--- config.mk ---
export PLATFORM = sky130hd
export DESIGN_NAME = weight_pingpong_buffer
export DESIGN_NICKNAME = d
export VERILOG_FILES = /design/src/rtl/weight_pingpong_buffer.sv
export SDC_FILE = /design/constraint.sdc
export NUM_CORES = 2
export LEC_CHECK = 0
export ABC_AREA = 1
export CAP_MARGIN = 20
export CORE_UTILIZATION = 30
export CTS_CLUSTER_DIAMETER = 200
export DETAILED_ROUTE_END_ITERATION = 10
export MAX_ROUTING_LAYER = met4
export PLACE_DENSITY_LB_ADDON = 0.05
export SETUP_SLACK_MARGIN = 0.2
export SYNTH_ARGS = -nofsm -noshare
export SYNTH_HDL_FRONTEND = slang
export SYNTH_SLANG_ARGS = --single-unit
--- constraint.sdc ---
create_clock -name clk -period 12.1 [get_ports clk]
set_clock_uncertainty 0.15 [all_clocks]
set_input_delay 1.21 -clock clk [delete_from_list [all_inputs] [get_ports clk]]
set_output_delay 1.21 -clock clk [all_outputs]
set_load 0.005 [all_outputs]
--- src/rtl/weight_pingpong_buffer.sv ---
`default_nettype none
// ============================================================================
//  Module   : weight_pingpong_buffer
//  Purpose  : Double-buffered weight store. A fetch FSM pulls BURST-word AXI
//             read bursts into one of two banks while the other bank streams
//             words (optionally replayed) to the compute datapath.
//  Revision : 1.0  initial release
// ----------------------------------------------------------------------------
//  Ports
//    clk, rst           clock, synchronous active-high reset
//    weight_load        single-cycle request to fetch one burst
//    init_addr_en       with weight_load: start address from init_addr
//    init_addr          burst start byte address
//    reuse              extra replays of the bank, sampled with weight_load
//    araddr/arlen/arvalid/arready   AXI read address channel
//    rdata/rvalid/rlast/rready      AXI read data channel
//    dw_out/dw_valid/dw_ready       weight stream to compute
//    dw_comp            pulse: a bank was fully consumed and released
//    ld_busy            weight_load would be dropped this cycle
//    ld_drop            pulse: a weight_load was dropped
// ============================================================================
module weight_pingpong_buffer #(
  parameter int DW    = 32,
  parameter int AW    = 32,
  parameter int BURST = 32,
  parameter int RW    = 8
) (
  input  logic          clk,
  input  logic          rst,
  input  logic          weight_load,
  input  logic          init_addr_en,
  input  logic [AW-1:0] init_addr,
  input  logic [RW-1:0] reuse,
  output logic [AW-1:0] araddr,
  output logic [7:0]    arlen,
  output logic          arvalid,
  input  logic          arready,
  input  logic [DW-1:0] rdata,
  input  logic          rvalid,
  input  logic          rlast,
  output logic          rready,
  output logic [DW-1:0] dw_out,
  output logic          dw_valid,
  input  logic          dw_ready,
  output logic          dw_comp,
  output logic          ld_busy,
  output logic          ld_drop
);

  localparam int            CW     = $clog2(BURST);
  localparam logic [CW-1:0] LAST   = CW'(BURST - 1);
  localparam logic [AW-1:0] STRIDE = AW'(BURST * (DW / 8));

  typedef enum logic [1:0] {
    S_IDLE = 2'd0,
    S_ADDR = 2'd1,
    S_DATA = 2'd2
  } state_t;

  state_t        state_q;
  logic          fill_bank_q;
  logic [CW-1:0] beat_q;
  logic [AW-1:0] araddr_q;
  logic [AW-1:0] next_addr_q;
  logic          arvalid_q;
  logic          rready_q;
  logic [1:0]    full_q;
  logic [RW-1:0] reuse_q [2];
  logic          rd_ptr_q;
  logic [CW-1:0] word_q;
  logic [RW-1:0] rep_q;
  logic          dw_comp_q;
  logic          ld_drop_q;
  logic [DW-1:0] mem_q [2][BURST];

  logic       w_dw_fire;
  logic       w_release;
  logic [1:0] w_full_eff;
  logic       w_ld_busy;
  logic       w_accept;
  logic       w_free_bank;
  logic       w_beat;
  logic       w_last_beat;
  logic       w_other_live;
  logic       w_unused_rlast;

  // Burst length is fixed; the beat counter alone decides completion.
  assign w_unused_rlast = rlast;

  assign w_dw_fire = full_q[rd_ptr_q] & dw_ready;
  assign w_release = w_dw_fire & (word_q == LAST) & (rep_q == reuse_q[rd_ptr_q]);

  // A bank released this cycle counts as free for a load arriving this cycle.
  assign w_full_eff[0] = full_q[0] & ~(w_release & ~rd_ptr_q);
  assign w_full_eff[1] = full_q[1] & ~(w_release &  rd_ptr_q);

  assign w_ld_busy   = (state_q != S_IDLE) | (&w_full_eff);
  assign w_accept    = weight_load & ~w_ld_busy;
  assign w_free_bank = w_full_eff[0];  // lowest-index free bank

  assign w_beat      = rvalid & rready_q;
  assign w_last_beat = w_beat & (beat_q == LAST);

  // The other bank holds or is receiving the next burst in load order.
  // When it does not, the pointer returns to bank 0: with both banks empty
  // the next load lands in bank 0, so fill order and read order stay aligned.
  assign w_other_live = full_q[~rd_ptr_q]
                      | ((state_q != S_IDLE) & (fill_bank_q == ~rd_ptr_q));

  assign araddr   = araddr_q;
  assign arlen    = 8'(BURST - 1);
  assign arvalid  = arvalid_q;
  assign rready   = rready_q;
  assign dw_valid = full_q[rd_ptr_q];
  assign dw_out   = full_q[rd_ptr_q] ? mem_q[rd_ptr_q][word_q] : '0;
  assign dw_comp  = dw_comp_q;
  assign ld_busy  = w_ld_busy;
  assign ld_drop  = ld_drop_q;

  // Bank storage carries no reset; the full flags qualify its contents.
  always_ff @(posedge clk) begin
    if (w_beat) begin
      mem_q[fill_bank_q][beat_q] <= rdata;
    end
  end

  always_ff @(posedge clk) begin
    if (rst) begin
      state_q     <= S_IDLE;
      fill_bank_q <= 1'b0;
      beat_q      <= '0;
      araddr_q    <= '0;
      next_addr_q <= '0;
      arvalid_q   <= 1'b0;
      rready_q    <= 1'b0;
      full_q      <= 2'b00;
      reuse_q[0]  <= '0;
      reuse_q[1]  <= '0;
      rd_ptr_q    <= 1'b0;
      word_q      <= '0;
      rep_q       <= '0;
      dw_comp_q   <= 1'b0;
      ld_drop_q   <= 1'b0;
    end else begin
      ld_drop_q <= weight_load & w_ld_busy;
      dw_comp_q <= w_release;

      // ---------------- fetch FSM ----------------
      case (state_q)
        S_IDLE: begin
          if (w_accept) begin
            fill_bank_q          <= w_free_bank;
            reuse_q[w_free_bank] <= reuse;
            araddr_q             <= init_addr_en ? init_addr : next_addr_q;
            arvalid_q            <= 1'b1;
            beat_q               <= '0;
            state_q              <= S_ADDR;
          end
        end
        S_ADDR: begin
          if (arready) begin
            arvalid_q   <= 1'b0;
            next_addr_q <= araddr_q + STRIDE;
            rready_q    <= 1'b1;
            state_q     <= S_DATA;
          end
        end
        S_DATA: begin
          if (w_beat) begin
            beat_q <= beat_q + CW'(1);
            if (beat_q == LAST) begin
              rready_q <= 1'b0;
              state_q  <= S_IDLE;
            end
          end
        end
        default: begin
          arvalid_q <= 1'b0;
          rready_q  <= 1'b0;
          state_q   <= S_IDLE;
        end
      endcase

      // ---------------- stream side ----------------
      if (w_dw_fire) begin
        if (word_q == LAST) begin
          word_q <= '0;
          if (rep_q == reuse_q[rd_ptr_q]) begin
            rep_q <= '0;
          end else begin
            rep_q <= rep_q + RW'(1);
          end
        end else begin
          word_q <= word_q + CW'(1);
        end
      end

      if (w_release) begin
        full_q[rd_ptr_q] <= 1'b0;
        rd_ptr_q         <= w_other_live ? ~rd_ptr_q : 1'b0;
      end

      // The bank being filled is never the bank being released.
      if (w_last_beat) begin
        full_q[fill_bank_q] <= 1'b1;
      end
    end
  end

endmodule
`default_nettype wire

==> flow_summary_export.csv <==
group,metric,value,unit
power,seq_power_share,51.0,%
place,gp_congestion,0.753,
synth,synth_top_area_cell,"edfxtp_1",
drt,routedWlPerCell,27.8,µm
setup_path,cp.arrival,6.19,ns
clocking,clkSlewWorstSetupHoldPaths,0.06,ns
global_routing,grt_max_degree,275,
drt,drtIter0Drc,4779,
drt,drc,0,
synth,ys_seq_elements,2157,
timing,hold_viol_final,0,
clocking,cts-resized-gates,0,
worst_hold_path,hp-class,"flip-flop to flip-flop",
die,die_w,537,µm
synth,synthArstFlopShare,0,%
setup_path,critPathCaptureType,"output pin",
clocking,clock_latency,0.89,ns
flow_run,cap_violations,0,
synth,seq_area_frac_synth,74.4,%
die,io_pins,158,
clocking,post-cts-setup-buffers,0,
synth,synthesis.area,0.0858,mm²
setup_path,cp-start-kind,"flip-flop",
final_layout,nNetsFinal,7066,
clocking,cts-root-buf,"clkbuf_16",
timing,tightest_slew,1.02,ns
die,die_h,537,µm
power,clkPwrFrac,47.3,%
synth,synth_xor_area_share,0.266,%
die,core_area,0.283,mm²
die,dieArea,0.288,mm²
synth,synth_edf_count,2064,
outcome,status,"finished clean",
setup_path,critPathMaxFanout,68,
timing,fin_setup_tns,0,ns
timing,final-setup-viol-count,0,
setup_path,worstSetupPathType,"flip-flop to output pin",
synth,yosys-mux-area-fraction,0.0656,%
synth,synth-main-ff-cell,"edfxtp_1",
timing,rsz0062_at_grt,"no",
power,power.density,161,mW/mm²
power,p_sw_share,20.6,%
place,port_buffers,148,
clocking,cts-htree-levels,5,
global_routing,grt_pass1_wl,426000,µm
drt,via_per_inst,5.11,
final_layout,drive_gt1_share,8.85,%
clocking,clockBufferDepth,4,
drt,vias,55800,
power,ir_drop,0.000140,V
synth,synthCells,6865,
clocking,hold_buffers,0,
power,power_switching,3.31,mW
clocking,cts_tree,"yes",
global_routing,antenna_found_initial,14,
synth,synth_adder_area_share,0.131,%
timing,period_share,62.4,%
clocking,numCtsBuffers,274,
timing,max_freq,133,MHz
synth,synth_cell_type_count,42,
setup_path,critPathRequiredTime,10.74,ns
timing,finalCriticalPeriod,7.55,ns
place,post_dp_cell_area,0.0914,mm²
clocking,clock-sinks,2157,
timing,drv_slew,0,
drt,wirelength,303000,µm
power,combPwrFrac,1.6,%
global_routing,track_usage,21.4,%
place,hpwlAfterDp,148000,µm
final_layout,stdcell_area,0.0996,mm²
synth,synth_top_family_by_area,"compound AO/OA/AOI/OAI gates",
synth,netlist.area_leader.share,72.3,%
synth,yosys.area_share.simple,10.6,%
synth,synth_compound_area_share,11.3,%
synth,ys_warn_count,0,
synth,avgSynthCellArea,12.5,µm²
power,p_int,12.8,mW
drt,first_pass_iters,5,
synth,ys_top_cells_by_area,"edfxtp_1, o21ai_0, nor2_1",
die,start_util,30.3,%
power,power.leakage,32.8,nW
timing,max_slew_margin,31.8,%
drt,drtAntennaViolNets,0,
final_layout,area_delta_synth_final,16.2,%
global_routing,grt_pass1_vias,55100,
final_layout,ff_latch_area,0.0639,mm²
final_layout,fillers,27700,
global_routing,overflow,0,
final_layout,multiInputGateArea,0.0197,mm²
die,core.rowCount,195,
==> kinds of logic (layout without fill, tap and decap cells) <==
kind of cell | Yosys count | in the layout
compound gates | 1756 | 1756
xor+xnor | 26 | 26
fa+ha+maj | 9 | 9
buf+inv | 622 | 914
flops | 2157 | 2157
mux | 5 | 5
other cells | 2 | 12
simple gates | 2288 | 2288
==> power groups by stage <==
stage / Clock (mW) / Combinational, mW / Sequential (mW)
after global placement: 0 / 0.262 / 8.37
after global routing: 8.07 / 0.288 / 8.21
final: 7.62 / 0.259 / 8.21
after detailed placement: 0 / 0.265 / 8.37
after CTS: 7.81 / 0.266 / 8.21
after floorplan: 0 / 0.0704 / 8.36
==> per-layer routing <==
metal	share of wire, %	GRT usage [%]
met3	4.2	2.64
met1	46	29.0
met4	2.3	5.15
met5	0	-
met2	47	34.1
==> state kept, by name (all words and copies together), names as in the netlist, named ones only <==
signal,count
next_addr_q,32
araddr,32
state_q,2
beat_q,5
reuse_q,16
rep_q,8
mem_q,2048
rd_ptr_q,1
arvalid,1
fill_bank_q,1
ld_drop,1
full_q,2
rready,1
word_q,5
dw_comp,1
==> worst paths after layout <==
path	from	end	slack, ns	cells past startpoint
worst max-delay path	flip-flop	dw_out[16]	4.55	13
worst min-delay path	next_addr_q[7]	next_addr_q[7]	0.30	2
worst max register to register	word_q[0]	reuse_q[1][2]	7.19	13
worst min register to register	next_addr_q[7]	next_addr_q[7]	0.30	2
==> cell usage in the layout (no fill, tap or decap), types with 3 or more instances in the layout <==
master,instances
a21oi_1,87
a31oi_1,21
buf_12,8
buf_2,33
buf_4,162
bufinv_16,15
clkbuf_1,67
clkbuf_16,278
clkdlybuf4s50_1,115
clkinv_1,65
clkinv_2,29
conb_1,8
dfxtp_1,87
dfxtp_4,4
diode_2,4
edfxtp_1,2064
ha_1,9
inv_1,122
inv_2,3
inv_6,7
mux2_2,5
nand2_1,786
nand2_2,4
nand3_1,285
nand4_1,13
nor2_1,1109
nor2_4,26
nor3_1,17
nor3_2,40
o211ai_1,16
o21ai_0,1103
o21ai_1,22
o221ai_1,85
o22ai_1,417
xor2_1,24
==> metrics by stage <==
stage | total power, mW | instances | setup WS (ns) | utilization, % | hold WS [ns]
2_1_floorplan | 8.43 | 6871 | 7.57 | - | 0.275
3_3_place_gp | 8.63 | 10400 | 5.39 | 32.3 | 0.287
3_5_place_dp | 8.63 | 10400 | 5.39 | 32.3 | 0.296
4_1_cts | 16.3 | 10900 | 4.42 | 35.2 | 0.305
5_1_grt | 16.6 | 10900 | 4.16 | 35.2 | 0.324
6_report | 16.1 | 10900 | 4.55 | 35.2 | 0.303
==> final cells by class <==
type / count / share of cell area, %
antenna: 4 / 0.0100
clock buffer: 347 / 7.26
clock inverter: 115 / 0.918
inverter: 133 / 0.553
multi-input combinational: 4092 / 19.7
sequential: 2157 / 64.1
tap: 3743 / 4.70
timing repair buffer: 319 / 2.73
==> synthesized netlist by cell type (21+ instances only) <==
library cell / instances
a21oi_1: 87
a31oi_1: 21
buf_1: 32
buf_2: 145
buf_4: 27
clkbuf_1: 277
dfxtp_1: 93
edfxtp_1: 2064
inv_1: 123
nand2_1: 786
nand3_1: 285
nor2_1: 1134
nor3_1: 57
o21ai_0: 1104
o21ai_1: 21
o221ai_1: 85
o22ai_1: 417
xor2_1: 24
==> worst max-delay path, cell delays in order, from the launching register on <==
cell and delay, ns:
dfxtp_4 0.64, buf_4 0.60, buf_4 0.58, buf_4 0.65, buf_4 0.73, o21ai_0 0.19, o22ai_1 0.19, nand2_1 0.07
nand3_1 0.12, nand3_1 0.09, o211ai_1 0.12, nand2_1 0.07, nor2_1 0.40, clkdlybuf4s50_1 0.61
(Power assumes the default switching activity.)
